<file path="src/rtl/error_monitor_if.sv">
`default_nettype none
// ============================================================================
// Module      : error_monitor_if
// Description : Signal bundle between the error monitor and its environment.
//               The master side (sensor detector + supervisor) drives the raw
//               error flag, the acknowledge and the counter clear; the slave
//               side (error_monitor) returns alarm, strobe, count and state.
// Signals     : error       - raw sensor error flag
//               ack         - supervisor alarm acknowledge (level)
//               clr_count   - synchronous clear of err_count
//               alarm       - latched qualified alarm
//               alarm_pulse - one-cycle strobe on alarm entry
//               err_count   - saturating qualified-event count
//               state_o     - monitor FSM state encoding
// Revision    : 1.0 - initial release
// ============================================================================
interface error_monitor_if #(
    parameter int CNT_WIDTH = 8
);
    logic                 error;
    logic                 ack;
    logic                 clr_count;
    logic                 alarm;
    logic                 alarm_pulse;
    logic [CNT_WIDTH-1:0] err_count;
    logic [1:0]           state_o;

    modport master (
        output error, ack, clr_count,
        input  alarm, alarm_pulse, err_count, state_o
    );

    modport slave (
        input  error, ack, clr_count,
        output alarm, alarm_pulse, err_count, state_o
    );
endinterface
`default_nettype wire

</file>
<file path="src/rtl/error_monitor.sv">
`default_nettype none
// ============================================================================
// Module      : error_monitor
// Description : Qualifies a raw sensor error flag by persistence, raises a
//               latched alarm until acknowledged, and keeps a saturating count
//               of qualified alarm events.
// Ports       : clk - system clock, rising edge
//               rst - synchronous active-high reset
//               bus - error_monitor_if slave modport
//                     (error, ack, clr_count in; alarm, alarm_pulse,
//                      err_count, state_o out)
// Parameters  : QUAL_CYCLES - consecutive high samples needed (1..255)
//               CNT_WIDTH   - width of err_count
// Revision    : 1.0 - initial release
// ============================================================================
module error_monitor #(
    parameter int QUAL_CYCLES = 4,
    parameter int CNT_WIDTH   = 8
) (
    input  wire logic         clk,
    input  wire logic         rst,
    error_monitor_if.slave    bus
);

    typedef enum logic [1:0] {
        IDLE    = 2'd0,
        QUALIFY = 2'd1,
        ALARM   = 2'd2,
        HOLD    = 2'd3
    } state_t;

    localparam logic [7:0]           c_QMAX    = 8'(QUAL_CYCLES - 1);
    localparam logic [CNT_WIDTH-1:0] c_CNT_MAX = '1;

    state_t               r_state;
    state_t               w_state_nxt;
    logic [7:0]           r_qcnt;
    logic [7:0]           w_qcnt_nxt;
    logic                 r_alarm;
    logic                 r_alarm_pulse;
    logic [CNT_WIDTH-1:0] r_err_count;
    logic                 w_enter_alarm;

    // Next-state and qualify-counter logic
    always_comb begin
        w_state_nxt = r_state;
        w_qcnt_nxt  = r_qcnt;
        unique case (r_state)
            IDLE: begin
                w_qcnt_nxt = 8'd0;
                if (bus.error) begin
                    if (QUAL_CYCLES == 1) begin
                        w_state_nxt = ALARM;
                    end else begin
                        w_state_nxt = QUALIFY;
                        w_qcnt_nxt  = 8'd1;
                    end
                end
            end
            QUALIFY: begin
                if (!bus.error) begin
                    // Glitch shorter than the qualify window: drop it silently.
                    w_state_nxt = IDLE;
                    w_qcnt_nxt  = 8'd0;
                end else if (r_qcnt >= c_QMAX) begin
                    w_state_nxt = ALARM;
                    w_qcnt_nxt  = 8'd0;
                end else begin
                    w_qcnt_nxt = r_qcnt + 8'd1;
                end
            end
            ALARM: begin
                w_qcnt_nxt = 8'd0;
                if (bus.ack) begin
                    // A fault still present on ack parks in HOLD so the same
                    // long fault cannot re-qualify into a second alarm.
                    w_state_nxt = bus.error ? HOLD : IDLE;
                end
            end
            HOLD: begin
                w_qcnt_nxt = 8'd0;
                if (!bus.error) begin
                    w_state_nxt = IDLE;
                end
            end
            default: begin
                w_state_nxt = IDLE;
                w_qcnt_nxt  = 8'd0;
            end
        endcase
    end

    assign w_enter_alarm = (w_state_nxt == ALARM) && (r_state != ALARM);

    // State, qualify counter and registered outputs
    always_ff @(posedge clk) begin
        if (rst) begin
            r_state       <= IDLE;
            r_qcnt        <= 8'd0;
            r_alarm       <= 1'b0;
            r_alarm_pulse <= 1'b0;
        end else begin
            r_state       <= w_state_nxt;
            r_qcnt        <= w_qcnt_nxt;
            r_alarm       <= (w_state_nxt == ALARM);
            r_alarm_pulse <= w_enter_alarm;
        end
    end

    // Saturating event counter; a clear wins over a coincident increment.
    always_ff @(posedge clk) begin
        if (rst) begin
            r_err_count <= '0;
        end else if (bus.clr_count) begin
            r_err_count <= '0;
        end else if (w_enter_alarm && (r_err_count != c_CNT_MAX)) begin
            r_err_count <= r_err_count + 1'b1;
        end
    end

    assign bus.alarm       = r_alarm;
    assign bus.alarm_pulse = r_alarm_pulse;
    assign bus.err_count   = r_err_count;
    assign bus.state_o     = r_state;

endmodule
`default_nettype wire

</file>
<file path="src/flat_wrapper.sv">
// flat-port wrapper written by rule: the top's interface ports become plain ports
module error_monitor_flat 
#(
    parameter int QUAL_CYCLES = 4,
    parameter int CNT_WIDTH   = 8
)
  (clk, rst, bus_error, bus_ack, bus_clr_count, bus_alarm, bus_alarm_pulse, bus_err_count, bus_state_o);
  error_monitor_if #(.CNT_WIDTH(CNT_WIDTH)) bus_i ();
  input  wire logic clk;
  input  wire logic rst;
  input wire logic [$bits(bus_i.error)-1:0] bus_error;
  input wire logic [$bits(bus_i.ack)-1:0] bus_ack;
  input wire logic [$bits(bus_i.clr_count)-1:0] bus_clr_count;
  output wire logic [$bits(bus_i.alarm)-1:0] bus_alarm;
  output wire logic [$bits(bus_i.alarm_pulse)-1:0] bus_alarm_pulse;
  output wire logic [$bits(bus_i.err_count)-1:0] bus_err_count;
  output wire logic [$bits(bus_i.state_o)-1:0] bus_state_o;
  assign bus_i.error = bus_error;
  assign bus_i.ack = bus_ack;
  assign bus_i.clr_count = bus_clr_count;
  assign bus_alarm = bus_i.alarm;
  assign bus_alarm_pulse = bus_i.alarm_pulse;
  assign bus_err_count = bus_i.err_count;
  assign bus_state_o = bus_i.state_o;
  error_monitor #(.QUAL_CYCLES(QUAL_CYCLES), .CNT_WIDTH(CNT_WIDTH)) u_core (.clk(clk), .rst(rst), .bus(bus_i));
endmodule
</file>
<file path="config.mk">
export PLATFORM = sky130hd
export DESIGN_NAME = error_monitor_flat
export DESIGN_NICKNAME = d
export VERILOG_FILES = /design/src/rtl/error_monitor_if.sv /design/src/rtl/error_monitor.sv /design/src/flat_wrapper.sv
export SDC_FILE = /design/constraint.sdc
export NUM_CORES = 1
export LEC_CHECK = 0
export CORE_ASPECT_RATIO = 1.25
export CORE_MARGIN = 8
export CORE_UTILIZATION = 52
export DETAILED_ROUTE_END_ITERATION = 10
export GPL_TIMING_DRIVEN = 0
export PLACE_DENSITY = 0.81
export SLEW_MARGIN = 20
export SYNTH_ARGS = -nofsm -noshare
export SYNTH_HDL_FRONTEND = slang
export SYNTH_SLANG_ARGS = --single-unit
</file>
<file path="constraint.sdc">
create_clock -name clk -period 4.5 [get_ports clk]
set_clock_uncertainty 0.2 [all_clocks]
set_input_delay 0.675 -clock clk [delete_from_list [all_inputs] [get_ports clk]]
set_output_delay 0.675 -clock clk [all_outputs]
set_load 0.05 [all_outputs]
</file>
==> results of run 1 <==
[state kept, by name, indices dropped and copies added (netlist names)]
| name | flops |
|---|---|
| u_core.r_qcnt | 8 |
| u_core.bus.state_o | 2 |
| u_core.bus.err_count | 8 |
| u_core.bus.alarm | 1 |
| u_core.bus.alarm_pulse | 1 |
[routing by layer]
layer  global-route usage [%]  part of all wire, %  vias up
met3                     2.90                  5.7        5
met2                     22.7                   49       19
met4                     7.98                  2.4        0
li1                         -                    -      368
met1                     13.9                   43      341
met5                        0                    0        -
[layout make-up]
cell class / count / share of cell area [%]
plain buffers: 3 / 1.85
clock buffers: 4 / 3.35
multi-input cells: 68 / 40.9
repair buffers: 16 / 14.8
well taps: 18 / 2.08
flip-flops and latches: 20 / 37.0
[cells in the final DEF, fill, tap and decap left out, types with 2 or more instances in the layout]
cell / instances
sky130_fd_sc_hd__nand3_1: 4
sky130_fd_sc_hd__nor3_1: 2
sky130_fd_sc_hd__or3_1: 3
sky130_fd_sc_hd__nand2_1: 3
sky130_fd_sc_hd__clkdlybuf4s50_1: 16
sky130_fd_sc_hd__a21oi_1: 8
sky130_fd_sc_hd__or4_1: 4
sky130_fd_sc_hd__o31ai_1: 5
sky130_fd_sc_hd__or4_4: 2
sky130_fd_sc_hd__nand2b_1: 2
sky130_fd_sc_hd__conb_1: 6
sky130_fd_sc_hd__nor2_1: 6
sky130_fd_sc_hd__dfxtp_1: 20
sky130_fd_sc_hd__nor2b_1: 2
sky130_fd_sc_hd__ha_1: 2
sky130_fd_sc_hd__nand4_1: 2
sky130_fd_sc_hd__and3_1: 4
sky130_fd_sc_hd__o21ai_0: 3
sky130_fd_sc_hd__clkbuf_4: 3
[where the power goes]
| group | internal [uW] | switching (uW) |
|---|---|---|
| sequential | 182 | 3.70 |
| combinational | 13.5 | 20.9 |
| clock | 49.4 | 52.9 |
[metrics by stage]
step                util (%)  hold slack, ns  power [uW]
detailed placement      67.9           0.294         225
floorplan                  -           0.339         211
finish                  70.2           0.318         323
global placement        67.9           0.284         224
global route            70.2           0.341         337
CTS                     70.2           0.320         327
[worst min-delay path by stage]
stage | endpoint | startpoint | slack, ns
after floorplan | u_core.r_qcnt[1] | u_core.r_qcnt[1] | 0.34
after global placement | u_core.bus.err_count[6] | u_core.bus.err_count[6] | 0.28
after detailed placement | u_core.bus.err_count[7] | u_core.bus.err_count[7] | 0.29
after CTS | u_core.bus.err_count[7] | u_core.bus.err_count[7] | 0.32
after global routing | u_core.bus.err_count[6] | u_core.bus.err_count[6] | 0.34
final | u_core.bus.err_count[6] | u_core.bus.err_count[6] | 0.32
[worst min-delay path, stage by stage, from the launching register on]
cell and delay, ns:
sky130_fd_sc_hd__dfxtp_1 0.34, sky130_fd_sc_hd__o31ai_1 0.07, sky130_fd_sc_hd__a21oi_1 0.06
[cells by family (layout without fill, tap and decap cells)]
| kind of cell | count (synthesis) | after routing |
|---|---|---|
| compound gates | 19 | 19 |
| fa+ha+maj | 2 | 2 |
| buf+inv | 3 | 23 |
| flops | 20 | 20 |
| mux | 1 | 1 |
| other cells | 1 | 6 |
| simple gates | 40 | 40 |
==> metrics.txt, run 1 <==
post-detailed-route DRC marker count=0; Post-Layout Cell Count=129; Max Root-Sink Buffers=2; antenna violation net count after detailed routing=0; category of the most critical setup path=reg -> out; wire length of the first global-routing pass=3.15 mm; prevailing post-synth register cell=sky130_fd_sc_hd__dfxtp_1; slew at the pin closest to its max-slew limit=0.515 ns; count of flip-flops with a built-in enable after synthesis=0; number of buffers created by CTS=3; leakage power total=0.000390 uW; drt first pass iters=4; aggregate global-route resource usage=13.0%; Post-Synth XOR/XNOR Area=0%; Buffers & Inverters on Critical Path=1; clock tree from TritonCTS=yes; type of origin of the critical path=flip-flop; beginning of the critical path=u_core.bus.err_count[2]; Row Count=16; clock transition at the registers of the reported paths=0.10 ns; Max Cap Viol=0; Critical Path Stages=1; RD Place Congestion=0.702; Max transition margin=65.5%; number of post-CTS setup repair buffers=0; worst stage delay on the critical path=0.86 ns; R2R setup slack=2.16 ns; Starting Density=54.8%; area of the multi-input gates=443 sq um; fraction of final layout cells with drive strength greater than 1=9.91%; Fin. Hold Viols=0; n_diodes=0; cell count after synthesis=86; DR vias=733; top post-synthesis cells by area=sky130_fd_sc_hd__dfxtp_1, sky130_fd_sc_hd__a21oi_1, sky130_fd_sc_hd__o31ai_1; final critical-path required period=2.52 ns; synthesized area per cell=9.82 sq um; number of global-route vias before repair=743; outcome=finished clean; post-synthesis simple-gate area fraction=29.6%; TritonCTS Sinks=20; largest family of logic cells by synthesized area=simple AND/OR/NAND/NOR gates; die height=61.1 um; Core Box Area=0.00154 sq mm; die boundary width=52.0 um; detailed-route wire length per cell=14.3 um; maximum number of pins on one net before global-route repair=12; largest fanout of any net on the critical path=8; I/O pin count=17; number of antenna violations at the first check in global routing=0; worst reg2reg path startpoint=u_core.r_qcnt[7]; sum of negative setup slack=0 ns; HPWL after detailed placement=1.36 mm; Achievable Freq=0.396 GHz; dpl cell area=0.00105 sq mm; total die area=0.00318 sq mm; type of the worst min-delay path=reg -> reg; synthesized-area fraction occupied by ao, oa, aoi and oai cells=16.0%; cell type contributing the most total cell area after synthesis=sky130_fd_sc_hd__dfxtp_1; cell with the biggest individual delay on the critical path=sky130_fd_sc_hd__clkdlybuf4s50_1; detailed-route vias per instance=5.68; cell area after synthesis=845 sq um; remaining global-route overflow=0; R2R cell count=6; cell family with the largest share of critical-path delay=buffers and inverters; CTS H-Tree Depth=1; clock latency of the later-clocked register in the worst-skew pair=0.30 ns; IO buf count=16; area delta synth->final=28.1%; number of DRC violations after detailed-routing iteration 0=9; ranking of synthesized cells by instance count=sky130_fd_sc_hd__dfxtp_1, sky130_fd_sc_hd__a21oi_1, sky130_fd_sc_hd__nor2_1; Synth cell types=30; Post-synth ARST share=0%; clock root cell=sky130_fd_sc_hd__clkbuf_4; share of the synthesized area in the top cell type=47.4%; Power Dens Cells=298 mW/mm^2; series of cell instances along the critical path=clkdlybuf4s50_1; CTS resizes=0; FF+latch count, synth=20; reg-to-reg critical path endpoint=u_core.bus.err_count[2]; crit path capture type=output port; Yosys Warn Count=0; data arrival time of the critical path=1.65 ns; required time of the critical path=3.62 ns; VDD IR max=0.000176 V; filler instances=115; count leader, synth=sky130_fd_sc_hd__dfxtp_1; total length of routed wires=1.85 mm; setup repair after global routing missed its margin=false; worst slack, placed=1.84 ns; placed instance count=125; share of synthesized area spent on multiplexers=1.19%; endpoints failing setup=0; sequential share of the synthesized area=47.4%; cell area after layout=0.00108 sq mm; number of hold-repair buffers added at the cts stage=0; area taken by flip-flops and latches=400 sq um; share of the cycle needed by the critical path after routing=56.1%; setup slack of the critical path after layout=1.98 ns; # nets final=119; crit path capture=bus_err_count[2]; max-slew violation total from the final report=0; synthesized-area fraction occupied by adder cells=2.96%; WHS Path Cells=2
No activity file was read; power rests on OpenSTA's default activity.
==> inputs of run 2 (changes only) <==
- CORE_UTILIZATION: 52 -> 48
- PLACE_DENSITY: 0.81 -> 0.75
- clock period: 4.5 -> 2.4 ns (I/O delays scaled with it)
==> metrics.txt, run 2 (same netlist as run 1, synthesis figures left out) <==
internal power of the cells=462 uW (was 245 uW); largest fanout of any net on the critical path=10 (was 8); maximum number of pins on one net before global-route repair=12 (unchanged); final critical-path required period=2.31 ns; number of DRC violations after detailed-routing iteration 0=14 (was 9); HPWL after detailed placement=1.42 mm (was 1.36 mm); VDD IR max=0.000288 V (was 0.000176 V); total length of routed wires=1.91 mm (was 1.85 mm); fraction of final layout cells with drive strength greater than 1=11.5% (was 9.91%); total die area=0.00337 sq mm (was 0.00318 sq mm); data arrival time of the critical path=2.34 ns (was 1.65 ns); area taken by flip-flops and latches=400 sq um (unchanged); TritonCTS Sinks=20 (unchanged); filler instances=160 (was 115); endpoints failing setup=0 (unchanged); sequential power share=57.2% (was 57.6%); required time of the critical path=2.43 ns (was 3.62 ns); area of the multi-input gates=443 sq um (unchanged); drt first pass iters=4 (unchanged); detailed-route wire length per cell=14.5 um (was 14.3 um); sum of negative setup slack=0 ns (unchanged); post-detailed-route DRC marker count=0 (unchanged); clock tree from TritonCTS=yes (unchanged); I/O pin count=17 (unchanged); number of post-CTS setup repair buffers=0 (unchanged); number of antenna violations at the first check in global routing=0 (unchanged); placed instance count=126 (was 125); detailed-route vias per instance=5.73 (was 5.68); Row Count=17 (was 16); area delta synth->final=30.1% (was 28.1%); switching power=147 uW (was 77.5 uW); # nets final=121 (was 119); fin util=64.6% (was 70.2%); Core Box Area=0.00170 sq mm (was 0.00154 sq mm); die boundary width=53.5 um (was 52.0 um); outcome=finished clean (unchanged); aggregate global-route resource usage=12.2% (was 13.0%); share of power burned in combinational logic=11.3% (was 10.7%); Post-Layout Cell Count=132 (was 129); clock transition at the registers of the reported paths=0.11 ns (was 0.10 ns); share of the cycle needed by the critical path after routing=96.3%; die height=62.9 um (was 61.1 um); RD Place Congestion=0.815 (was 0.702); CTS resizes=0 (unchanged); type of origin of the critical path=flip-flop (unchanged); Max Cap Viol=0 (unchanged); number of buffers created by CTS=3 (unchanged); Achievable Freq=0.433 GHz; fraction of power consumed by the clock network=31.4% (was 31.7%); clock root cell=sky130_fd_sc_hd__clkbuf_4 (unchanged); most common library cell in the layout ignoring fill and taps=sky130_fd_sc_hd__dfxtp_1 (unchanged); setup repair after global routing missed its margin=true (was false); switching share of total power=24.2% (was 24.0%); Max Root-Sink Buffers=2 (unchanged); setup slack of the critical path after layout=0.0898 ns (was 1.98 ns); antenna violation net count after detailed routing=0 (unchanged); Starting Density=49.6% (was 54.8%); category of the most critical setup path=reg -> reg (was reg -> out); Fin. Hold Viols=0 (unchanged); slew at the pin closest to its max-slew limit=0.505 ns (was 0.515 ns); crit path capture type=flip-flop (was output port); number of global-route vias before repair=758 (was 743); DR vias=756 (was 733); IO buf count=16 (unchanged); CTS H-Tree Depth=1 (unchanged); max-slew violation total from the final report=0 (unchanged); worst slack, placed=0.0741 ns (was 1.84 ns); type of the worst min-delay path=reg -> reg (unchanged); n_diodes=0 (unchanged); leakage power total=0.000399 uW (was 0.000390 uW); wire length of the first global-routing pass=3.23 mm (was 3.15 mm); number of hold-repair buffers added at the cts stage=0 (unchanged); Max transition margin=66.2% (was 65.5%); Power Dens Cells=555 mW/mm^2 (was 298 mW/mm^2); most frequent cells in the layout=sky130_fd_sc_hd__dfxtp_1, sky130_fd_sc_hd__clkdlybuf4s50_1, sky130_fd_sc_hd__a21oi_1 (unchanged); clock latency of the later-clocked register in the worst-skew pair=0.30 ns (about the same); remaining global-route overflow=0 (unchanged)
-- run 2: changes by cell type in the layout (fill, tap and decap cells not counted) --
cell	delta
sky130_fd_sc_hd__buf_4	+2
-- run 2: path summary, 6_finish.rpt --
check	from	end	slack [ns]	cells past startpoint
hold / removal	u_core.bus.err_count[7]	u_core.bus.err_count[7]	0.31	2
setup / recovery	u_core.r_qcnt[7]	u_core.bus.err_count[4]	0.09	6
hold reg to reg	u_core.bus.err_count[7]	u_core.bus.err_count[7]	0.31	2
setup reg to reg	u_core.r_qcnt[7]	u_core.bus.err_count[4]	0.09	6
-- run 2: per-stage QoR --
stage               hold WS (ns)  power (uW)  area, sq um
floorplan                  0.232         396          863
global placement           0.283         419         1050
detailed placement         0.294         421         1050
CTS                        0.310         608         1080
global route               0.349         633         1100
finish                     0.309         610         1100
-- run 2: final cells by class --
| class | instances | share of cell area [%] |
|---|---|---|
| plain buffers | 3 | 1.82 |
| clock buffers | 4 | 3.30 |
| multi-input cells | 68 | 40.3 |
| flip-flops and latches | 20 | 36.4 |
| well taps | 19 | 2.16 |
| repair buffers | 18 | 15.9 |
-- run 2: critical path, stage by stage, from the launching register on --
cell	delay [ns]
sky130_fd_sc_hd__dfxtp_1	0.33
sky130_fd_sc_hd__or4_4	0.54
sky130_fd_sc_hd__or4_4	0.45
sky130_fd_sc_hd__a32oi_4	0.32
sky130_fd_sc_hd__buf_6	0.19
sky130_fd_sc_hd__o31ai_1	0.08
sky130_fd_sc_hd__a21oi_1	0.13
-- run 2: layer usage --
| layer | GRT usage, % | share of wire, % | wire length [um] | vias up |
|---|---|---|---|---|
| met5 | 0 | 0 | 0 | - |
| met3 | 2.62 | 5.8 | 111 | 5 |
| met2 | 20.1 | 51 | 968 | 22 |
| met4 | 6.01 | 1.6 | 30 | 0 |
| li1 | - | - | - | 378 |
| met1 | 13.8 | 42 | 802 | 351 |
-- run 2: power groups by stage --
stage          logic (uW)  registers [uW]  clock network, uW
2_1_floorplan        30.3             366                  0
3_3_place_gp         63.6             355                  0
3_5_place_dp         64.7             356                  0
4_1_cts              65.0             349                194
5_1_grt              75.3             350                208
6_report             69.1             349                192
